### config.mk
export PLATFORM = sky130hd
export DESIGN_NAME = seq_multiplier_flat
export DESIGN_NICKNAME = d
export VERILOG_FILES = /design/src/rtl/seq_multiplier_if.sv /design/src/rtl/seq_multiplier.sv /design/src/flat_wrapper.sv
export SDC_FILE = /design/constraint.sdc
export NUM_CORES = 1
export LEC_CHECK = 0
export ABC_AREA = 1
export CORE_MARGIN = 5
export CORE_UTILIZATION = 40
export CTS_CLUSTER_SIZE = 8
export DETAILED_ROUTE_END_ITERATION = 6
export SETUP_SLACK_MARGIN = 0.4
export SYNTH_ARGS = -nofsm -noshare
export SYNTH_HDL_FRONTEND = slang
export SYNTH_SLANG_ARGS = --single-unit
### constraint.sdc
create_clock -name clock -period 2.4 [get_ports clock]
set_input_delay 0.36 -clock clock [delete_from_list [all_inputs] [get_ports clock]]
set_output_delay 0.36 -clock clock [all_outputs]
set_load 0.1 [all_outputs]
### src/rtl/seq_multiplier_if.sv
// Operand/result bundle between a requester and seq_multiplier.
// The master drives the request and operands; the slave returns status and product.
interface seq_multiplier_if #(
   parameter int N = 8
);
   logic           start;
   logic [N-1:0]   A;
   logic [N-1:0]   B;
   logic           busy;
   logic           done;
   logic [2*N-1:0] P;

   modport master (output start, A, B, input  busy, done, P);
   modport slave  (input  start, A, B, output busy, done, P);
endinterface

### src/rtl/seq_multiplier.sv
// Unsigned shift-add multiplier: one partial product per clock, N+1 edges from
// acceptance to a one-cycle done pulse, product held until the next completion.
module seq_multiplier #(
   parameter int N = 8
) (
   input  logic            clock,
   input  logic            R,
   seq_multiplier_if.slave bus
);
   localparam int             CW   = $clog2(N);
   localparam logic [CW-1:0]  LAST = CW'(N - 1);

   typedef enum logic [1:0] {
      IDLE = 2'd0,
      RUN  = 2'd1,
      DONE = 2'd2
   } state_t;

   state_t         state;
   logic [2*N-1:0] acc;
   logic [2*N-1:0] mcand;
   logic [N-1:0]   mplier;
   logic [CW-1:0]  count;
   logic [2*N-1:0] p;
   logic           busy;
   logic           done;
   logic [2*N-1:0] acc_sum;

   // This iteration's sum, so the final edge can load P with the complete product.
   assign acc_sum = acc + (mplier[0] ? mcand : '0);

   // NOTE: every register here updates with <= so all of them see the
   // pre-edge values of each other, whatever order the statements are written in.
   always_ff @(posedge clock) begin
      if (R) begin
         state  <= IDLE;
         acc    <= '0;
         mcand  <= '0;
         mplier <= '0;
         count  <= '0;
         p      <= '0;
         busy   <= 1'b0;
         done   <= 1'b0;
      end else begin
         case (state)
            IDLE, DONE: begin
               if (bus.start) begin
                  mcand  <= {{N{1'b0}}, bus.A};
                  mplier <= bus.B;
                  acc    <= '0;
                  count  <= '0;
                  state  <= RUN;
                  busy   <= 1'b1;
                  done   <= 1'b0;
               end else begin
                  state  <= IDLE;
                  busy   <= 1'b0;
                  done   <= 1'b0;
               end
            end

            RUN: begin
               acc    <= acc_sum;
               mcand  <= mcand << 1;
               mplier <= mplier >> 1;
               if (count == LAST) begin
                  count <= '0;
                  p     <= acc_sum;
                  state <= DONE;
                  busy  <= 1'b0;
                  done  <= 1'b1;
               end else begin
                  count <= count + CW'(1);
               end
            end

            default: begin
               state <= IDLE;
               busy  <= 1'b0;
               done  <= 1'b0;
            end
         endcase
      end
   end

   assign bus.busy = busy;
   assign bus.done = done;
   assign bus.P    = p;
endmodule

### src/flat_wrapper.sv
// flat-port wrapper written by rule: the top's interface ports become plain ports
module seq_multiplier_flat 
#(
   parameter int N = 8
)
  (clock, R, bus_start, bus_A, bus_B, bus_busy, bus_done, bus_P);
  seq_multiplier_if #(.N(N)) bus_i ();
  input  logic clock;
  input  logic R;
  input wire logic [$bits(bus_i.start)-1:0] bus_start;
  input wire logic [$bits(bus_i.A)-1:0] bus_A;
  input wire logic [$bits(bus_i.B)-1:0] bus_B;
  output wire logic [$bits(bus_i.busy)-1:0] bus_busy;
  output wire logic [$bits(bus_i.done)-1:0] bus_done;
  output wire logic [$bits(bus_i.P)-1:0] bus_P;
  assign bus_i.start = bus_start;
  assign bus_i.A = bus_A;
  assign bus_i.B = bus_B;
  assign bus_busy = bus_i.busy;
  assign bus_done = bus_i.done;
  assign bus_P = bus_i.P;
  seq_multiplier #(.N(N)) u_core (.clock(clock), .R(R), .bus(bus_i));
endmodule
==> impl_metrics.toml <==
[run_status]
status = "finished clean"

[worst_setup_path]
path_delay_family = "simple AND/OR/NAND/NOR gates"
critical-path-max-stage-delay_ps = 370
critical_path.cell_chain = "buf_6, nand2_1, inv_1, ha_4, nand2_1, nor2_2, nand3_1, nand3_1, nand2_1, nand2_1, nand2_1, nand2_1, inv_1"
critPathMaxFanout = 10
crit_arrival_ps = 2130
cp-end-kind = "flop"
crit_path_start_kind = "flop"
worst_path_required_time_ps = 2650
crit_top_cell = "sky130_fd_sc_hd__nand2_1"
worstSetupPathType = "reg2reg"
path_buf_inv = 3
cpMaxStageDelayCell = "sky130_fd_sc_hd__dfxtp_4"

[layout]
ant_diodes = 0
drive_gt1_frac = 0.167
area_growth_syn_to_layout_pct = 26.4
finalNetCount = 534
layout.cell_area.non_filler_um2 = 4160
final-instance-count-excl-fill = 607

[yosys]
synth.cell_area_um2 = 3290
post-synth-top-area-cell = "sky130_fd_sc_hd__dfxtp_1"
synthesis.area_per_instance_um2 = 7.23
synth_top_cells_by_count = "sky130_fd_sc_hd__nand2_1, sky130_fd_sc_hd__inv_1, sky130_fd_sc_hd__dfxtp_1, sky130_fd_sc_hd__nor2_1, sky130_fd_sc_hd__nand3_1"
synth.net_count = 492
synth_largest_type_area_fraction = 0.377
post_synth_main_area_contributors = "sky130_fd_sc_hd__dfxtp_1, sky130_fd_sc_hd__nand2_1, sky130_fd_sc_hd__inv_1"
yosysUniqueCellTypes = 34
synth_enable_flop_cells = 0
synth-seq-cells = 62
synth_ff_type = "sky130_fd_sc_hd__dfxtp_1"
yosys_warnings = 0
asyncSetResetFlopFracSynth = 0
most_common_cell_in_the_netlist = "sky130_fd_sc_hd__nand2_1"
synth_seq_area_share = 0.377
synthCells = 455

[die]
dieHeight_um = 101
start_util = 0.404
pin_count = 37
core_region_area_um2 = 8130
rows = 33
design.die.area_um2 = 10100
die_width_um = 101

[pwr]
ir_drop_v = 0.000332
cellLeakagePower_nw = 2.04
p_per_area_nw_per_um2 = 573

[route]
via_total_after_detailed_routing = 2989
firstDrtPassIters = 4
drt_wl_total_um = 8490
initialDrtViolationCount = 149
drt_drc_violations_left = 0
drt-wirelength-per-cell_um = 14.0
drt.antenna.violating_nets = 0
routed_via_density = 4.92

[timing]
timing.final.hold_violations = 0
layout_min_cycle_time_ps = 1880
worstMarginPinSlew_ps = 535
setup_tns_ps = 0
unrepaired_setup_endpoints_after_global_routing = "true"
setup_viol_count_final = 0
final_min_period_over_clock_period = 0.781
maxSlewHeadroom = 0.643
report.final.slew_viol_count = 0
finClkSkew_ps = 9.69
fmax_ghz = 0.533

[cts]
clock-root-buffer = "sky130_fd_sc_hd__clkbuf_8"
cts_buffers = 9
cts_num_sinks = 62
h-tree-depth = 3
clk_pin_slew_ps = 80
tritoncts = "done"
ctsHoldBuffers = 0
clk_lat_worst_skew_ps = 350
cts_buffer_depth = 2

[placement]
portBuffers = 36
dpl-instance-area_um2 = 3700
gp_congestion = 0.921
place.detailed.instances = 589
hpwl_um = 6240

[global_routing]
grt_pass1_wl_um = 14200
grt_pass1_vias = 3036
grt_max_degree = 29
initial_antenna_violation_count = 0
globalRouteOverflowTotal = 0
track_usage = 0.178

[hold_path]
hold_path_class = "reg2reg"

[run]
max-cap-violations = 0
path summary, 6_finish.rpt:
check	cells past startpoint	end	slack (ps)	start
setup / recovery	13	u_core.bus.P[11]	520	u_core.mplier[0]
hold / removal	1	u_core.count[0]	470	u_core.count[0]
setup reg to reg	13	u_core.bus.P[11]	520	u_core.mplier[0]
hold reg to reg	1	u_core.count[0]	470	u_core.count[0]
cells by family after synthesis:
family                   after synthesis  synth area share
AO/OA/AOI/OAI                         73             0.149
XOR/XNOR                               8            0.0213
adder cells (fa/ha/maj)               18            0.0707
buffers and inverters                 85             0.112
flip-flops                            62             0.377
AND/OR/NAND/NOR                      209             0.270
stage by stage:
stage               setup WS, ps  utilization  power [mW]  hold WS [ps]
CTS                          411        0.485        2.40           472
global placement             359        0.455        1.33           447
detailed placement           359        0.455        1.33           461
global route                 389        0.511        2.47           489
finish                       525        0.511        2.39           467
floorplan                    445            -        1.25           428
flip-flops by register name, summed over array words and instances, names as in the netlist:
signal / flops
u_core.acc: 16
u_core.bus.P: 16
u_core.bus.done: 1
u_core.count: 3
u_core.mcand: 16
u_core.mplier: 8
u_core.state: 2
routing by layer:
metal,GRT usage,part of all wire
met1,0.241,0.49
met2,0.277,0.45
met3,0.0388,0.043
met4,0.0642,0.016
met5,0,0
worst reg2reg max path: stages (launching register included):
cell and delay (ps):
sky130_fd_sc_hd__dfxtp_4 370, sky130_fd_sc_hd__buf_6 140, sky130_fd_sc_hd__nand2_1 60, sky130_fd_sc_hd__inv_1 60
sky130_fd_sc_hd__ha_4 320, sky130_fd_sc_hd__nand2_1 110, sky130_fd_sc_hd__nor2_2 190, sky130_fd_sc_hd__nand3_1 130
sky130_fd_sc_hd__nand3_1 90, sky130_fd_sc_hd__nand2_1 80, sky130_fd_sc_hd__nand2_1 80, sky130_fd_sc_hd__nand2_1 50
sky130_fd_sc_hd__nand2_1 50, sky130_fd_sc_hd__inv_1 30
cell type report:
type,instances,area (um2)
fillers,781,3980
multi-input cells,308,1890
flip-flops and latches,62,1240
repair buffers,45,399
inverters,71,267
clock buffers,10,138
well taps,105,131
clock inverters,6,93.8
layout by cell type (no fill, tap or decap), drive strengths merged:
cell / n
a21o: 3
a21oi: 16
a22o: 5
a32o: 2
and2: 3
buf: 27
bufinv: 2
clkbuf: 10
clkdlybuf4s50: 18
clkinv: 3
clkinvlp: 1
dfxtp: 62
fa: 1
ha: 17
inv: 71
nand2: 126
nand3: 20
nand3b: 3
nand4: 3
nor2: 52
nor3: 1
o211ai: 2
o21a: 7
o21ai: 16
o21bai: 2
o221ai: 14
o22ai: 6
or2: 1
xnor2: 3
xor2: 5
what timing repair did:
action	CTS	global route
buffers inserted	0	2
gates resized for setup	4	40
setup endpoints to repair	9	21
pin swaps	0	9
power breakdown:
| group | internal, mW | switching, mW |
|---|---|---|
| Clock | 0.620 | 0.452 |
| Sequential | 1.06 | 0.0248 |
| Combinational | 0.0898 | 0.136 |
Power figures use the tool's default switching activity.
